--- src/rtl/iob_dma_burst.sv ---
// ============================================================================
// Module   : iob_dma_burst
// Purpose  : Splits a DMA descriptor into 4 KB-safe AXI bursts for the
//            IOb-to-AXI bridge and moves data over native beats.
// Revision : 1.0
// ============================================================================
`default_nettype none

module iob_dma_burst #(
  parameter int ADDR_W    = 32,
  parameter int DATA_W    = 32,
  parameter int CNT_W     = 16,
  parameter int MAX_BEATS = 16
) (
  input  logic                clk,
  input  logic                rst,
  input  logic                start,
  input  logic                dir,
  input  logic [ADDR_W-1:0]   addr,
  input  logic [CNT_W-1:0]    nwords,
  output logic                busy,
  output logic                done,
  output logic                error,
  input  logic                in_valid,
  input  logic [DATA_W-1:0]   in_data,
  output logic                in_ready,
  output logic                out_valid,
  output logic [DATA_W-1:0]   out_data,
  input  logic                out_ready,
  output logic                iob_run,
  output logic                iob_direction,
  output logic [7:0]          iob_length,
  input  logic                iob_ready,
  input  logic                iob_error,
  output logic                m_valid,
  output logic [ADDR_W-1:0]   m_addr,
  output logic [DATA_W-1:0]   m_wdata,
  output logic [DATA_W/8-1:0] m_wstrb,
  input  logic [DATA_W-1:0]   m_rdata,
  input  logic                m_ready
);

  localparam int BYTES = DATA_W / 8;
  localparam int SHIFT = $clog2(BYTES);
  localparam int BW    = 9;
  localparam int CW    = (CNT_W > 13) ? CNT_W : 13;

  typedef enum logic [1:0] {
    S_IDLE  = 2'd0,
    S_BURST = 2'd1,
    S_XFER  = 2'd2,
    S_DRAIN = 2'd3
  } state_t;

  state_t            state;
  logic [ADDR_W-1:0] cur_addr;
  logic [CNT_W-1:0]  remaining;
  logic [BW-1:0]     beat_cnt;
  logic              dir_q;

  logic [12:0]       room;
  logic [BW-1:0]     cap;
  logic [BW-1:0]     beats;
  logic              wr_xfer;
  logic              rd_xfer;
  logic              beat;

  // Burst size: smallest of words left, MAX_BEATS and words to the next 4 KB page.
  always_comb begin
    room  = (13'h1000 - {1'b0, cur_addr[11:0]}) >> SHIFT;
    cap   = (CW'(room) < CW'(MAX_BEATS)) ? BW'(room) : BW'(MAX_BEATS);
    beats = (CW'(remaining) < CW'(cap)) ? BW'(remaining) : cap;
  end

  assign wr_xfer = (state == S_XFER) && dir_q;
  assign rd_xfer = (state == S_XFER) && !dir_q;

  assign m_valid  = wr_xfer ? in_valid : (rd_xfer ? (!out_valid || out_ready) : 1'b0);
  assign beat     = m_valid && m_ready;
  assign in_ready = wr_xfer && m_ready;
  assign m_addr   = cur_addr;
  assign m_wdata  = wr_xfer ? in_data : '0;
  assign m_wstrb  = wr_xfer ? '1 : '0;

  // Run must appear in the BURST cycle itself so the first beat can follow next cycle.
  assign iob_run       = (state == S_BURST) && iob_ready;
  assign iob_direction = (state != S_IDLE) && dir_q;
  assign iob_length    = (state == S_BURST) ? 8'(beats - BW'(1)) : 8'd0;

  always_ff @(posedge clk) begin
    if (rst) begin
      state     <= S_IDLE;
      cur_addr  <= '0;
      remaining <= '0;
      beat_cnt  <= '0;
      dir_q     <= 1'b0;
      busy      <= 1'b0;
      done      <= 1'b0;
      error     <= 1'b0;
      out_valid <= 1'b0;
      out_data  <= '0;
    end else begin
      done <= 1'b0;
      if (iob_error) begin
        error <= 1'b1;
      end

      if (rd_xfer && beat) begin
        out_data  <= m_rdata;
        out_valid <= 1'b1;
      end else if (out_ready) begin
        out_valid <= 1'b0;
      end

      case (state)
        S_IDLE: begin
          if (start) begin
            error <= 1'b0;
            if (nwords != '0) begin
              cur_addr  <= addr;
              remaining <= nwords;
              dir_q     <= dir;
              busy      <= 1'b1;
              state     <= S_BURST;
            end else begin
              done <= 1'b1;
            end
          end
        end
        S_BURST: begin
          if (iob_ready) begin
            beat_cnt <= beats;
            state    <= S_XFER;
          end
        end
        S_XFER: begin
          if (beat) begin
            cur_addr  <= cur_addr + ADDR_W'(BYTES);
            remaining <= remaining - CNT_W'(1);
            beat_cnt  <= beat_cnt - BW'(1);
            if (beat_cnt == BW'(1)) begin
              state <= (remaining != CNT_W'(1)) ? S_BURST : S_DRAIN;
            end
          end
        end
        S_DRAIN: begin
          // Hold done until the bridge has retired the last burst and the read buffer is empty.
          if (iob_ready && !out_valid) begin
            done  <= 1'b1;
            busy  <= 1'b0;
            state <= S_IDLE;
          end
        end
        default: state <= S_IDLE;
      endcase
    end
  end

endmodule

`default_nettype wire

--- config.mk ---
export PLATFORM = sky130hd
export DESIGN_NAME = iob_dma_burst
export DESIGN_NICKNAME = d
export VERILOG_FILES = /design/src/rtl/iob_dma_burst.sv
export SDC_FILE = /design/constraint.sdc
export NUM_CORES = 1
export LEC_CHECK = 0
export CORE_MARGIN = 2
export CORE_UTILIZATION = 44
export CTS_BUF_LIST = sky130_fd_sc_hd__clkbuf_16
export DETAILED_ROUTE_END_ITERATION = 10
export PLACE_DENSITY = 0.81
export SLEW_MARGIN = 20
export SYNTH_ARGS = -nofsm -noshare
export SYNTH_HDL_FRONTEND = slang
export SYNTH_SLANG_ARGS = --single-unit
--- constraint.sdc ---
create_clock -name clk -period 6.65 [get_ports clk]
set_input_delay 0.665 -clock clk [delete_from_list [all_inputs] [get_ports clk]]
set_output_delay 0.665 -clock clk [all_outputs]
set_load 0.005 [all_outputs]
# == Word-level counts from Yosys, hierarchy flattened ==
# Cells that the tools add are included.
# W data, S select, Z words.
# totals
reg_bits,96
latchBits,0
mem_bits_rw,0
mem_bits_ro,0
in_bits,121
output_inout_bits,116
elab_cells,90
mem_count,0
# classes
add_sub_neg,5
n_mul,0
div,0
magnitude_cmp,2
n_eq_ne,11
shift,0
n_mux,39
n_bitwise,0
reduce_logical,23
# ops
cell,n
$mux W32,4
$pmux W32 S2,1
$mux W16,3
$mux W9,4
$add A32 B3 Y32 const B,1
$pmux W16 S2,1
$pmux W9 S2,1
$lt A16 B9 Y1,1
$ne A16 B1 Y1 const B,1
$reduce_bool A16 Y1,1
$sub A16 B1 Y16 const B,1
$mux W2,7
$mux W1,13
$sub A13 B12 Y13 const A,1
$lt A11 B5 Y1 const B,1
$ne A2 B2 Y1 const B,5
$reduce_bool A2 Y1,5
$eq A9 B1 Y1 const B,1
$sub A9 B1 Y9 const B,1
$logic_and A1 B1 Y1,8
$mux W8,1
$pmux W2 S4,1
$reduce_and A4 Y1,2
$sub A8 B1 Y8 const B,1
10 further kinds,14

# == Depth between registers and ports, before layout ==
# depth
depth_word,7
mapped_depth,20
ltp_nobuf,19

# == Least setup slack after synthesis ==
# Ideal clock, no wire load.
# synth_timing
path_type,reg-to-output
from,"reg cur_addr[2], in the netlist m_addr[2]"
to,out iob_length[6]
t_arrival_ns,4.327
required_ns,5.985
slack_ns,1.658
path_stages_with_launch,19
n_path_buf,1
cell_sequence,dfxtp_1 > buf_2 > inv_1 > ha_1 > or3b_4 > or4_1 > a21o_1 > inv_1 > nand2_1 > ha_1 > a211o_1 > or4_1 > o22ai_4 > mux2_2 > ha_1 > nand2_1 > xnor2_1 > nand2_1 > a21oi_1
# synth_between
elab_chain_cells,7
# synth_rtl
element,line_no,rtl
from (decl),56,logic [ADDR_W-1:0] cur_addr;
from (signal assigned),120,cur_addr <= addr;
from (signal assigned),138,cur_addr <= cur_addr + ADDR_W'(BYTES);
$sub A13 B12 Y13 *,70,"room = (13'h1000 - {1'b0, cur_addr[11:0]}) >> SHIFT;"
$lt A11 B5 Y1,71,cap = (CW'(room) < CW'(MAX_BEATS)) ? BW'(room) : BW'(MAX_BEATS);
$mux W9 *,71,
$lt A16 B9 Y1,72,beats = (CW'(remaining) < CW'(cap)) ? BW'(remaining) : cap;
$mux W9 *,72,
$sub A8 B1 Y8 *,88,assign iob_length = (state == S_BURST) ? 8'(beats - BW'(1)) : 8'd0;
$mux W8 *,88,
to (decl),32,"output logic [7:0] iob_length,"
# Mark *: on every way between the ends. The rest lies on a longest branch, timed or not.

# == Worst setup path in the final report ==
# Ends and elaborated chain as after synthesis.

==> flow_metrics.tcl <==
set metrics [dict create \
    status "finished clean" \
    critical_path_buf_inv_count 3 \
    num_antenna_cells 0 \
    ys_types 59 \
    rsz0062_at_grt "false" \
    grt_max_degree 98 \
    final_common_cell "clkdlybuf4s50_1" \
    gp_congestion 0.911 \
    drt-wirelength-per-cell_um 16.3 \
    worstMarginPinSlew_ns 1.05 \
    vias 6704 \
    syn_avg_cell_area_um2 7.11 \
    synth_adder_area_share 0.0422 \
    cp_top_family "simple AND/OR/NAND/NOR gates" \
    die_y_um 120 \
    fillCellCount 1188 \
    cts_root_buf "clkbuf_16" \
    internal_power_mw 1.82 \
    mostFrequentLayoutCells "235 x clkdlybuf4s50_1, 147 x nand2_1, 96 x dfxtp_1" \
    finalWorstSetupSlack_ns 0.354 \
    fin_util 0.652 \
    die_x_um 120 \
    swShare 0.446 \
    overflow 0 \
    drt_iter0_drc 645 \
    final.setup.tns_ns 0 \
    clock_path_buffers 2 \
    cp_cell_sequence "inv_1 -> ha_1 -> or3b_4 -> or4_1 -> a21o_1 -> inv_1 -> nand2_1 -> ha_1 -> a211o_1 -> or4_1 -> o22ai_4 -> mux2_2 -> ha_1 -> nand2_1 -> xnor2_1 -> nand2_1 -> a21oi_1 -> clkdlybuf4s50_1" \
    syn_to_final_growth_pct 45.1 \
    wl_um 19600 \
    drc_errors 0 \
    post-place-ws_ns 0.749 \
    synthSimpleGateAreaFrac 0.304 \
    fin_skew_ns 0.00847 \
    cts_buffers 9 \
    ios 237 \
    slew_headroom 0.300 \
    cp_data_arrival_time_ns 5.63 \
    viasPerCell 5.57 \
    numPortBuffers 236 \
    core-area_um2 13200 \
    p_total_mw 3.29 \
    postCtsResizedCells 0 \
    synth_top_family_by_area "simple AND/OR/NAND/NOR gates" \
    worst_hold_path_type "flop to flop" \
    ys_seq_area_frac 0.324 \
    critPathKind "flop to output port" \
    ir_drop_mv 0.237 \
    worst-path-stages 18 \
    setup_viol 0 \
    clock-sinks 96 \
    endpoint_kind "output port" \
    crit_slowest_cell "or4_1" \
    start_util 0.449 \
    synth_top_area_frac 0.324 \
    hold_depth 2 \
    placed_area_um2 8300 \
    critPathRequiredTime_ns 5.98 \
    ys_top_cells_by_area "dfxtp_1 32%, nand2_1 9.3%, a21oi_1 7.9%" \
    rr_worst_depth 14 \
    startpoint_type "flop" \
    ys_ff_latch 96 \
    synth-compound-area-share 0.245 \
    path_max_fanout 16 \
    power_frac_clock 0.160 \
    htree_num_levels 3 \
    power_frac_seq 0.291 \
    ys_warn_count 0 \
    comb_power_share 0.549 \
    grt_use_total 0.268 \
    grt_pass1_vias 5985 \
    synth_top_flop_cell "dfxtp_1" \
    dieArea_um2 14400 \
    final_nets 1164 \
    dp_hpwl_um 14200 \
    p_switching_mw 1.47 \
    clk_pin_slew_ns 0.07 \
    grt_pass1_wl_um 31200 \
    synth_top_area_cell "dfxtp_1" \
    max_stage_delay_ns 0.51 \
    fin_crit_ns 6.30 \
    cap_viol_max_count 0 \
    post_cts_buffers 0 \
    stdcell_area_um2 8600 \
    maxSlewViolCount 0 \
    synth_edf_count 0 \
    synthMuxAreaShare 0.0106 \
    clock.fmax_mhz 159 \
    cts_tree "yes" \
    drive_gt1_frac 0.0399 \
    leakagePower_nw 3.20 \
    final-hold-violation-count 0 \
    postRouteAntennaNets 0 \
    cts-hold-fix-buffers 0 \
    row_count 42 \
    fin_crit_sh 0.947 \
    antenna_found_initial 0 \
    syn_area_um2 5920 \
    p_per_area_nw_per_um2 382 \
    insertion_delay_ns 0.36 \
    synth_cells 833 \
    dr.pass1.iters 6 \
    synthXorXnorAreaFrac 0.0163 \
    synth_async_sr_flop_share 0 \
]
==> layout make-up <==
type                       count  area [µm²]  share of cell area
sequential                    96        1920               0.224
multi-input combinational    658        3700               0.430
tap                          176         220              0.0256
timing repair buffer         241        2400               0.279
clock inverter                 7        72.6             0.00844
clock buffer                   9         225              0.0262
inverter                      17        63.8             0.00742
==> worst min-delay path, delay by kind of cell (launching register included) <==
kind               cells  cell delay (ns)
and+or+nand+nor        1             0.05
AOI/OAI and AO/OA      1             0.05
DFF                    1             0.31
==> through the flow <==
stage                     instances  hold slack [ns]
after detailed placement       1188            0.447
after global routing           1204            0.471
after global placement         1188            0.440
final                          1204            0.454
after CTS                      1204            0.456
after floorplan                 836            0.453
==> layer usage <==
| layer | share of wire | global-route usage | vias to the layer above | routed length (µm) |
|---|---|---|---|---|
| li1 | - | - | 3338 | - |
| met1 | 0.45 | 0.369 | 3110 | 8860 |
| met2 | 0.45 | 0.410 | 237 | 8920 |
| met3 | 0.080 | 0.0760 | 19 | 1560 |
| met4 | 0.014 | 0.0772 | 0 | 280 |
| met5 | 0 | 0 | - | 0 |
==> flip-flops by register name (all words and copies together) (netlist names) <==
name / flops
state: 2
dir_q: 1
beat_cnt: 9
m_addr: 32
error: 1
done: 1
out_data: 32
busy: 1
out_valid: 1
remaining: 16
==> worst paths after layout <==
path                        startpoint                         to  slack, ns
max             m_addr[2]$_SDFFE_PP0P_              iob_length[6]       0.35
min          out_data[15]$_SDFFE_PP0P_  out_data[15]$_SDFFE_PP0P_       0.45
max reg2reg     m_addr[2]$_SDFFE_PP0P_   beat_cnt[2]$_SDFFE_PP0P_       2.23
min reg2reg  out_data[15]$_SDFFE_PP0P_  out_data[15]$_SDFFE_PP0P_       0.45
==> synthesized netlist by cell type (all sizes together), types with 8 or more instances <==
cell / instances
nor2b: 8
dfxtp: 96
nand3: 19
a211oi: 15
inv: 17
a22oi: 18
xnor2: 8
o21ai: 48
clkbuf: 51
o22ai: 9
a21o: 10
buf: 14
nor4: 15
a21oi: 94
nor2: 81
nand2: 147
ha: 20
and3: 39
nor3: 22
nand4: 8
==> cell families after synthesis <==
family          after synthesis
compound gates              236
xor+xnor                     11
fa+ha+maj                    20
buf+inv                      82
flops                        96
mux                           6
other cells                   1
simple gates                381
==> power by group through the flow <==
stage | clock network, mW | registers (mW) | logic [mW]
6_report | 0.526 | 0.956 | 1.81
5_1_grt | 0.559 | 0.985 | 2.00
4_1_cts | 0.537 | 0.950 | 1.80
3_5_place_dp | 0 | 0.962 | 1.79
3_3_place_gp | 0 | 0.956 | 1.78
2_1_floorplan | 0 | 0.899 | 1.21
Note: power is estimated with default switching activity, not from simulation.
